==> config.mk <==
export PLATFORM = sky130hd
export DESIGN_NAME = cart_sdram_arb
export DESIGN_NICKNAME = d
export VERILOG_FILES = /design/src/rtl/cart_sdram_arb.sv
export SDC_FILE = /design/constraint.sdc
export NUM_CORES = 1
export LEC_CHECK = 0
export ABC_AREA = 1
export ABC_CLOCK_PERIOD_IN_PS = 3200
export CAP_MARGIN = 20
export CORE_AREA = 2 2 146 134
export CTS_BUF_LIST = sky130_fd_sc_hd__clkbuf_4
export DETAILED_ROUTE_END_ITERATION = 8
export DIE_AREA = 0 0 148 136
export GPL_TIMING_DRIVEN = 1
export PLACE_DENSITY = 0.84
export SYNTH_ARGS = -nofsm -noshare
export SYNTH_HDL_FRONTEND = slang
export SYNTH_SLANG_ARGS = --single-unit
==> constraint.sdc <==
create_clock -name clk_sys -period 3.2 [get_ports clk_sys]
set_clock_uncertainty 0.15 [all_clocks]
set_input_delay 0.64 -clock clk_sys [delete_from_list [all_inputs] [get_ports clk_sys]]
set_output_delay 0.64 -clock clk_sys [all_outputs]
set_load 0.005 [all_outputs]
==> src/rtl/cart_sdram_arb.sv <==
`timescale 1ns/1ps
`default_nettype none
// ============================================================================
// Module   : cart_sdram_arb
// Purpose  : Shares one SDRAM command port between ROM-download writes (via a
//            small FIFO) and cartridge byte reads. Macro CART_RD_CACHE_EN adds
//            a single-entry read cache.
// Revision : 1.0 - initial release
// ============================================================================
module cart_sdram_arb #(
  parameter int SD_LAT     = 4,
  parameter int FIFO_DEPTH = 4
) (
  input  logic        clk_sys,
  input  logic        res_n,
  input  logic        dl_active,
  input  logic        dl_wr,
  input  logic [24:0] dl_addr,
  input  logic [7:0]  dl_data,
  input  logic        cart_rd,
  input  logic [14:0] cart_addr,
  output logic [7:0]  cart_do,
  output logic        cart_valid,
  input  logic        sd_ready,
  output logic [24:0] sd_addr,
  output logic [15:0] sd_din,
  output logic        sd_we,
  output logic        sd_rd,
  input  logic [15:0] sd_dout,
  output logic        dl_ovf
);
  localparam int AW = $clog2(FIFO_DEPTH);
  localparam int CW = AW + 1;

  typedef enum logic [1:0] {IDLE = 2'd0, WR = 2'd1, RD = 2'd2, WAIT = 2'd3} state_t;

  state_t        state_q, state_d;
  logic [1:0]    sync_q;
  logic          rst_ok;
  logic [3:0]    cnt_q, cnt_d;
  logic          rd_op_q, rd_op_d;
  logic          rd_done_q, rd_done_d;
  logic          sd_we_q, sd_we_d, sd_rd_q, sd_rd_d;
  logic [24:0]   sd_addr_q, sd_addr_d;
  logic [15:0]   sd_din_q, sd_din_d;
  logic [7:0]    cart_do_q, cart_do_d;
  logic          cart_valid_q, cart_valid_d;
  logic          pending_q, pending_d;
  logic [14:0]   rd_addr_q, rd_addr_d;
  logic          cart_rd_q, dl_active_q;
  logic [14:0]   cart_addr_q;
  logic          dl_ovf_q, dl_ovf_d;
  logic [32:0]   fifo_mem_q [FIFO_DEPTH];
  logic [AW-1:0] wr_ptr_q, wr_ptr_d, rd_ptr_q, rd_ptr_d;
  logic [CW-1:0] count_q, count_d;
  logic          fifo_empty, fifo_full, push, pop;
  logic          req, hit, miss_req, dl_rise, dispatch_ok, rd_issue;
  logic [32:0]   head;
  logic          unused_dout;

  assign rst_ok      = sync_q[1];
  assign req         = cart_rd && (!cart_rd_q || (cart_addr != cart_addr_q));
  assign miss_req    = req && !hit;
  assign dl_rise     = dl_active && !dl_active_q;
  assign fifo_empty  = (count_q == '0);
  assign fifo_full   = (count_q == CW'(FIFO_DEPTH));
  assign head        = fifo_mem_q[rd_ptr_q];
  assign unused_dout = ^sd_dout[15:8];

`ifdef CART_RD_CACHE_EN
  logic        cache_vld_q, cache_vld_d;
  logic [14:0] cache_addr_q, cache_addr_d;

  // A hit only while nothing is in flight, so cart_do still holds the cached byte.
  assign hit = req && cache_vld_q && (cart_addr == cache_addr_q) &&
               (state_q == IDLE) && !pending_q && !dl_active;

  always_comb begin
    cache_vld_d  = cache_vld_q;
    cache_addr_d = cache_addr_q;
    if ((state_q == WAIT) && (cnt_q == 4'd0) && rd_op_q) begin
      cache_vld_d  = 1'b1;
      cache_addr_d = sd_addr_q[14:0];
    end
    if (dl_rise) cache_vld_d = 1'b0;
  end

  always_ff @(posedge clk_sys or negedge res_n) begin
    if (!res_n) begin
      cache_vld_q  <= 1'b0;
      cache_addr_q <= '0;
    end else begin
      cache_vld_q  <= cache_vld_d;
      cache_addr_q <= cache_addr_d;
    end
  end
`else
  assign hit = 1'b0;
`endif

  // The final WAIT cycle dispatches like IDLE so back-to-back commands are SD_LAT apart.
  always_comb begin
    state_d     = state_q;
    cnt_d       = cnt_q;
    rd_op_d     = rd_op_q;
    rd_done_d   = 1'b0;
    sd_we_d     = 1'b0;
    sd_rd_d     = 1'b0;
    sd_addr_d   = sd_addr_q;
    sd_din_d    = sd_din_q;
    cart_do_d   = cart_do_q;
    pop         = 1'b0;
    rd_issue    = 1'b0;
    dispatch_ok = 1'b0;
    case (state_q)
      IDLE: dispatch_ok = 1'b1;
      WR, RD: begin
        state_d = WAIT;
        cnt_d   = 4'(SD_LAT - 2);
      end
      WAIT: begin
        if (cnt_q != 4'd0) begin
          cnt_d = cnt_q - 4'd1;
        end else begin
          state_d     = IDLE;
          dispatch_ok = 1'b1;
          if (rd_op_q) begin
            cart_do_d = sd_dout[7:0];
            rd_done_d = !(pending_q || miss_req);
          end
        end
      end
      default: state_d = IDLE;
    endcase
    if (dispatch_ok && rst_ok && sd_ready) begin
      if (!fifo_empty) begin
        pop       = 1'b1;
        state_d   = WR;
        sd_we_d   = 1'b1;
        sd_addr_d = head[32:8];
        sd_din_d  = {head[7:0], head[7:0]};
        rd_op_d   = 1'b0;
      end else if (!dl_active && (pending_q || miss_req)) begin
        rd_issue  = 1'b1;
        state_d   = RD;
        sd_rd_d   = 1'b1;
        sd_addr_d = {10'b0, (miss_req ? cart_addr : rd_addr_q)};
        rd_op_d   = 1'b1;
      end
    end
  end

  always_comb begin
    pending_d    = pending_q;
    rd_addr_d    = rd_addr_q;
    cart_valid_d = cart_valid_q;
    if (miss_req) begin
      pending_d = 1'b1;
      rd_addr_d = cart_addr;
    end
    if (rd_issue) pending_d = 1'b0;
    if (rd_done_q || hit) cart_valid_d = 1'b1;
    if (miss_req || dl_rise) cart_valid_d = 1'b0;
  end

  always_comb begin
    push     = dl_wr && (!fifo_full || pop);
    dl_ovf_d = dl_ovf_q || (dl_wr && !push);
    wr_ptr_d = push ? (wr_ptr_q + 1'b1) : wr_ptr_q;
    rd_ptr_d = pop  ? (rd_ptr_q + 1'b1) : rd_ptr_q;
    case ({push, pop})
      2'b10:   count_d = count_q + 1'b1;
      2'b01:   count_d = count_q - 1'b1;
      default: count_d = count_q;
    endcase
  end

  always_ff @(posedge clk_sys) begin
    if (push) fifo_mem_q[wr_ptr_q] <= {dl_addr, dl_data};
  end

  always_ff @(posedge clk_sys or negedge res_n) begin
    if (!res_n) begin
      sync_q       <= '0;
      state_q      <= IDLE;
      cnt_q        <= '0;
      rd_op_q      <= 1'b0;
      rd_done_q    <= 1'b0;
      sd_we_q      <= 1'b0;
      sd_rd_q      <= 1'b0;
      sd_addr_q    <= '0;
      sd_din_q     <= '0;
      cart_do_q    <= '0;
      cart_valid_q <= 1'b0;
      pending_q    <= 1'b0;
      rd_addr_q    <= '0;
      cart_rd_q    <= 1'b0;
      cart_addr_q  <= '0;
      dl_active_q  <= 1'b0;
      dl_ovf_q     <= 1'b0;
      wr_ptr_q     <= '0;
      rd_ptr_q     <= '0;
      count_q      <= '0;
    end else begin
      sync_q       <= {sync_q[0], 1'b1};
      state_q      <= state_d;
      cnt_q        <= cnt_d;
      rd_op_q      <= rd_op_d;
      rd_done_q    <= rd_done_d;
      sd_we_q      <= sd_we_d;
      sd_rd_q      <= sd_rd_d;
      sd_addr_q    <= sd_addr_d;
      sd_din_q     <= sd_din_d;
      cart_do_q    <= cart_do_d;
      cart_valid_q <= cart_valid_d;
      pending_q    <= pending_d;
      rd_addr_q    <= rd_addr_d;
      cart_rd_q    <= cart_rd;
      cart_addr_q  <= cart_addr;
      dl_active_q  <= dl_active;
      dl_ovf_q     <= dl_ovf_d;
      wr_ptr_q     <= wr_ptr_d;
      rd_ptr_q     <= rd_ptr_d;
      count_q      <= count_d;
    end
  end

  assign cart_do    = cart_do_q;
  assign cart_valid = cart_valid_q;
  assign sd_addr    = sd_addr_q;
  assign sd_din     = sd_din_q;
  assign sd_we      = sd_we_q;
  assign sd_rd      = sd_rd_q;
  assign dl_ovf     = dl_ovf_q;

endmodule
`default_nettype wire
== Word level (Yosys, flattened, before mapping) ==
Memories as Yosys holds them, arrays and structs flattened.
Index checks and enable logic that the tools add are counted.

* Bitwise operators: 2
* Add/sub/neg operators: 5
* Mux-type cells: 29
* Equal/unequal tests: 9
* Reduce and logical (&&, ||, !) cells: 30

{| class="wikitable"
|+ Operators with widths
! kind !! number
|-
| 2-to-1 mux 25 bit || 2
|-
| 2-to-1 mux 1 bit || 17
|-
| 2-to-1 mux 15 bit || 1
|-
| inequality test 15 bit || 1
|-
| 2-to-1 mux 2 bit || 4
|-
| one-hot mux 4 bit (2 select lines) || 1
|-
| nonzero test 2 bit || 4
|-
| logical AND 1 bit || 7
|-
| == test 2 bit (second input constant) || 3
|-
| logical NOT 1 bit || 6
|-
| one-hot mux 3 bit (2 select lines) || 1
|-
| AND reduction 2 bit || 3
|-
| logical OR 1 bit || 5
|-
| adder 2 x 1 -> 2 bit (second input constant) || 2
|-
| == test 2 x 1 -> 1 bit (second input constant) || 2
|-
| 2-to-1 mux 4 bit || 1
|-
| one-hot mux 2 bit (2 select lines) || 1
|-
| nonzero test 4 bit || 1
|-
| subtractor 4 x 1 -> 4 bit (second input constant) || 1
|-
| adder 3 x 1 -> 3 bit (second input constant) || 1
|-
| == test 3 bit (second input constant) || 1
|-
| logical NOT 3 bit || 1
|-
| AND reduction 3 bit || 1
|-
| subtractor 3 x 1 -> 3 bit (second input constant) || 1
|-
| 6 further kinds || 7
|}

* Input port bits: 70
* Memories: 1
* RAM bits: 132
* Output and inout bits: 53
* Register bits: 103
* Word-level logic and storage cells: 96

{| class="wikitable"
|+ Memories
! memory !! words !! width !! read ports !! clocked after Yosys merged registers in !! write ports !! RTL line !! source
|-
| fifo_mem_q || 4 || 33 || 1 || 0 || 1 || 53 || <nowiki>logic [32:0] fifo_mem_q [FIFO_DEPTH];</nowiki>
|}

== Depth between registers and ports, before layout ==
* Depth after elaboration: 11
* Gate-level depth with buffers: 16

== Worst setup path after synthesis ==
No wires, ideal clock.

* Path type: register to register
* Start: register cnt_q[0]
* End: memory fifo_mem_q[0][0], enable pin
* Cell stages (with the launch flop): 11
* Required time: 2627 ps
* Clock period less this slack: 3309 ps
* Path slack: -109 ps
* Arrival: 2736 ps
* Buffers on the path: 0
* Path through: dfrtp_1 -> inv_1 -> ha_1 -> inv_1 -> nor3_2 -> nand2_1 -> nand2_1 -> nand2_2 -> nand2_1 -> nand2_1 -> nor2_1

* Word-level cells in the longest chain between the ends: 10

{| class="wikitable"
|+ RTL lines
! item !! RTL line !! source
|-
| start, declared || 40 || <nowiki>logic [3:0] cnt_q, cnt_d;</nowiki>
|-
| start signal, assigned || 207 || <nowiki>cnt_q <= cnt_d;</nowiki>
|-
| nonzero test 4 bit || 122 || <nowiki>if (cnt_q != 4'd0) begin</nowiki>
|-
| 2-to-1 mux 1 bit || 122 ||
|-
| one-hot mux 1 bit (2 select lines) || 115 || <nowiki>case (state_q)</nowiki>
|-
| logical AND 1 bit (2 in series) || 135 || <nowiki>if (dispatch_ok && rst_ok && sd_ready) begin</nowiki>
|-
| 2-to-1 mux 1 bit || 135 ||
|-
| logical OR 1 bit || 167 || <nowiki>push = dl_wr && (!fifo_full || pop);</nowiki>
|-
| logical AND 1 bit || 167 ||
|-
| 2-to-1 mux 1 bit || 179 || <nowiki>if (push) fifo_mem_q[wr_ptr_q] <= {dl_addr, dl_data};</nowiki>
|-
| 2-to-1 mux 1 bit (not written as such) || 179 ||
|-
| end, declared || 53 ||
|}

No other way between the ends.

== Final worst setup path ==
* Start: register state_q[0]
* End: memory fifo_mem_q[1][17], enable pin

* Word-level cells in the longest chain between the ends: 9

{| class="wikitable"
|+ RTL lines
! item !! RTL line !! source
|-
| start, declared || 37 || <nowiki>state_t state_q, state_d;</nowiki>
|-
| start signal, assigned || 206 || <nowiki>state_q <= state_d;</nowiki>
|-
| == test 2 bit or logical NOT 2 bit (tied branches) || 115 ||
|-
| one-hot mux 1 bit (2 select lines) * || 115 ||
|-
| logical AND 1 bit * (2 in series) || 135 ||
|-
| 2-to-1 mux 1 bit * || 135 ||
|-
| logical OR 1 bit * || 167 ||
|-
| logical AND 1 bit * || 167 ||
|-
| 2-to-1 mux 1 bit * || 179 ||
|-
| 2-to-1 mux 1 bit (not written as such) * || 179 ||
|}

Every way passes the cells marked *; elsewhere a longest branch is shown, timed or not.

==> summary.md <==
| Metric | Value |
|---|---|
| Routed via count | `6473` |
| Core area | `18700 sq um` |
| Status | `completed` |
| R2r endpoint | `fifo_mem_q[1][17]$_DFFE_PP_` |
| Setup Fix Bufs, Post-CTS | `0` |
| Worst EP required | `3.40 ns` |
| Relative slew slack | `41.3%` |
| Clock Tree Buf Depth | `3` |
| Critical Path End | `fifo_mem_q[1][17]$_DFFE_PP_` |
| Core Util, Final | `61.6%` |
| Main synth FF type | `edfxtp_1` |
| Total die area | `20100 sq um` |
| Pre-CTS WS | `0.251 ns` |
| Least-Margin Pin Slew | `0.880 ns` |
| Initial antenna violation count | `2` |
| Sequential-to-total area share from yosys stat | `68.3%` |
| CTS tree | `built` |
| Layout cells sized above 1 | `14.0%` |
| CTS buffer count | `56` |
| Post-synthesis cell type count | `37` |
| Cell area after layout | `11500 sq um` |
| Die height | `136 um` |
| Critical R2R Launch | `state_q[0]$_DFF_PN0_` |
| Internal reg-to-reg setup slack | `0.54 ns` |
| Routed Antenna Nets | `0` |
| HP Class | `register to register` |
| Avg Synthesized Cell Area | `11.3 sq um` |
| Post-Syn Area | `9290 sq um` |
| Fill count | `1481` |
| Final min period | `2.66 ns` |
| Worst-Skew Late Latency | `0.69 ns` |
| Placed instance area | `10800 sq um` |
| VDD IR max | `0.478 mV` |
| Post-synth EDFFs | `132` |
| Synthesis Warnings | `0` |
| Pin count of the biggest net entering global routing | `69` |
| DRT Pass-1 Iters | `8` |
| Final hold vios | `0` |
| Crit Path Category | `register to register` |
| DRT Wirelength | `19600 um` |
| Port bufs | `114` |
| Clock root buffer | `clkbuf_4` |
| Gpl congestion | `0.794` |
| Synth area leader | `edfxtp_1` |
| First-pass GRT wire length | `31400 um` |
| Row Count | `48` |
| Clk slew on worst S/H paths | `0.07 ns` |
| Max-capacitance violation count | `0` |
| Die width | `148 um` |
| Total grt overflow | `0` |
| Nets@finish | `1050` |
| Fin crit share | `83.0%` |
| Post-cts hold buffer count | `1` |
| Wire per inst | `15.4 um` |
| Initial Util | `49.6%` |
| Type of origin of the critical path | `register` |
| Detailed placement HPWL | `12600 um` |
| Pins over their slew limit | `0` |
| Remaining DRCs | `0` |
| P_leak | `4.89 nW` |
| Post-synth top area share | `42.7%` |
| Post-Syn Instances | `823` |
| FMAX | `0.376 GHz` |
| Area Overhead vs Synth | `24.2%` |
| Seq cells post-synth | `227` |
| Vias in the first global route | `6486` |
| Boundary pin count | `123` |
| Htree depth | `2` |
| Vias/cell | `5.10` |
| Iteration-0 DRC Markers | `416` |
| Post-CTS Resized | `0` |
| RSZ-0062 raised after global routing | `false` |
| CP arrival | `2.85 ns` |
| Crit. Startpoint | `state_q[0]$_DFF_PN0_` |
| Tot GR Track Use | `19.7%` |
| Synth async-reset ratio | `41.9%` |
| Final setup vio count | `0` |
| Clk sinks | `227` |
| Top cells by area, synth | `edfxtp_1 (43%), dfrtp_1 (26%), nand2_1 (7.9%)` |
| Worst Reg2Reg Path Length in Cells | `9` |
| CP Capture Type | `register` |
| Max FO, Critical Path | `22` |
| Setup WS post-layout | `0.542 ns` |
| Power per Cell Area | `841 nW/um^2` |
| Syn_nets | `901` |
## worst min path at each step
stage	startpoint	end	slack (ns)	depth (start not counted)
6_report	sync_q[0]$_DFF_PN0_	sync_q[1]$_DFF_PN0_	0.20	0
5_1_grt	sync_q[0]$_DFF_PN0_	sync_q[1]$_DFF_PN0_	0.21	0
4_1_cts	sync_q[0]$_DFF_PN0_	sync_q[1]$_DFF_PN0_	0.20	0
3_5_place_dp	sync_q[0]$_DFF_PN0_	sync_q[1]$_DFF_PN0_	0.19	0
3_3_place_gp	sync_q[0]$_DFF_PN0_	sync_q[1]$_DFF_PN0_	0.18	0
2_1_floorplan	sync_q[0]$_DFF_PN0_	sync_q[1]$_DFF_PN0_	0.18	0
## logic make-up after synthesis
group / count (synthesis) / share of synthesized area, %
AOI/OAI and AO/OA: 117 / 7.44
xor gates and xnor gates: 5 / 0.471
adders and majority gates: 8 / 1.16
buffers and inverters: 116 / 5.40
DFF: 227 / 68.3
muxes: 8 / 0.970
other: 1 / 0.0404
and+or+nand+nor: 341 / 16.2
## registers in the layout, indices dropped and copies added, names as in the netlist, 2 cells and up
name and count:
wr_ptr_q 2, sd_addr 25, cnt_q 4, fifo_mem_q 132
cart_do 8, sd_din 8, rd_addr_q 15, cart_addr_q 15
count_q 3, rd_ptr_q 2, sync_q 2, state_q 2
## power by group
part | leakage [nW] | internal (W) | switching (W)
Clock | 0.446 | 0.00135 | 0.00112
Sequential | 2.35 | 0.00382 | 0.000300
Combinational | 2.09 | 0.00139 | 0.00172
Total | 4.89 | 0.00656 | 0.00314
## Yosys cell counts (2+ instances only)
library cell / number
nor3_1: 3
clkbuf_1: 20
a21oi_1: 38
buf_4: 10
xor2_1: 4
buf_2: 11
o21ai_1: 2
inv_2: 5
edfxtp_1: 132
nand3_1: 57
mux2_2: 8
buf_6: 2
nand2_8: 2
nand2_1: 195
ha_1: 7
a221o_1: 15
nand2_4: 3
dfrtp_1: 95
nor2_2: 3
inv_1: 67
o22ai_1: 20
and2_1: 15
o21ai_0: 40
nor2_1: 56
## final cells by class
type / instances / area (sq um) / area share, %
repair buffers: 135 / 1370 / 11.9
well taps: 250 / 313 / 2.71
clock inverters: 20 / 135 / 1.17
multi-input cells: 480 / 2470 / 21.5
inverters: 72 / 270 / 2.34
diodes: 1 / 2.50 / 0.0217
flip-flops and latches: 227 / 6340 / 55.0
clock buffers: 83 / 623 / 5.40
## worst max-delay path, stage by stage (launching register included)
cell     delay [ns]
dfrtp_1        0.35
inv_1          0.06
ha_1           0.32
inv_1          0.11
and3_1         0.17
nand2_2        0.13
nand2_1        0.15
nand2_1        0.33
nor2_4         0.36
buf_12         0.23
## layout by cell type, fill, tap and decap left out, types with 20 or more instances in the layout
cell type and n:
inv_1 66, nand2_1 195, a21oi_1 38, nand3_1 57, dfrtp_1 94, clkdlybuf4s50_1 113
o21ai_0 40, clkbuf_4 83, nor2_1 52, edfxtp_1 132, o22ai_1 20
## per-stage QoR
stage	total power [W]	cells	hold WS [ns]	TNS, ns
finish	0.00970	1268	0.202	0
global route	0.0103	1267	0.205	0
CTS	0.00978	1267	0.204	0
detailed placement	0.00728	1163	0.190	0
global placement	0.00713	1163	0.183	0
floorplan	0.00596	823	0.181	-14.36
## per-layer routing
layer / track usage (%) / part of all wire [%]
met2: 32.8 / 49
met3: 5.44 / 8.1
met5: 0 / 0.066
met1: 25.3 / 42
met4: 6.40 / 1.1
Note: power is estimated with default switching activity, not from simulation.
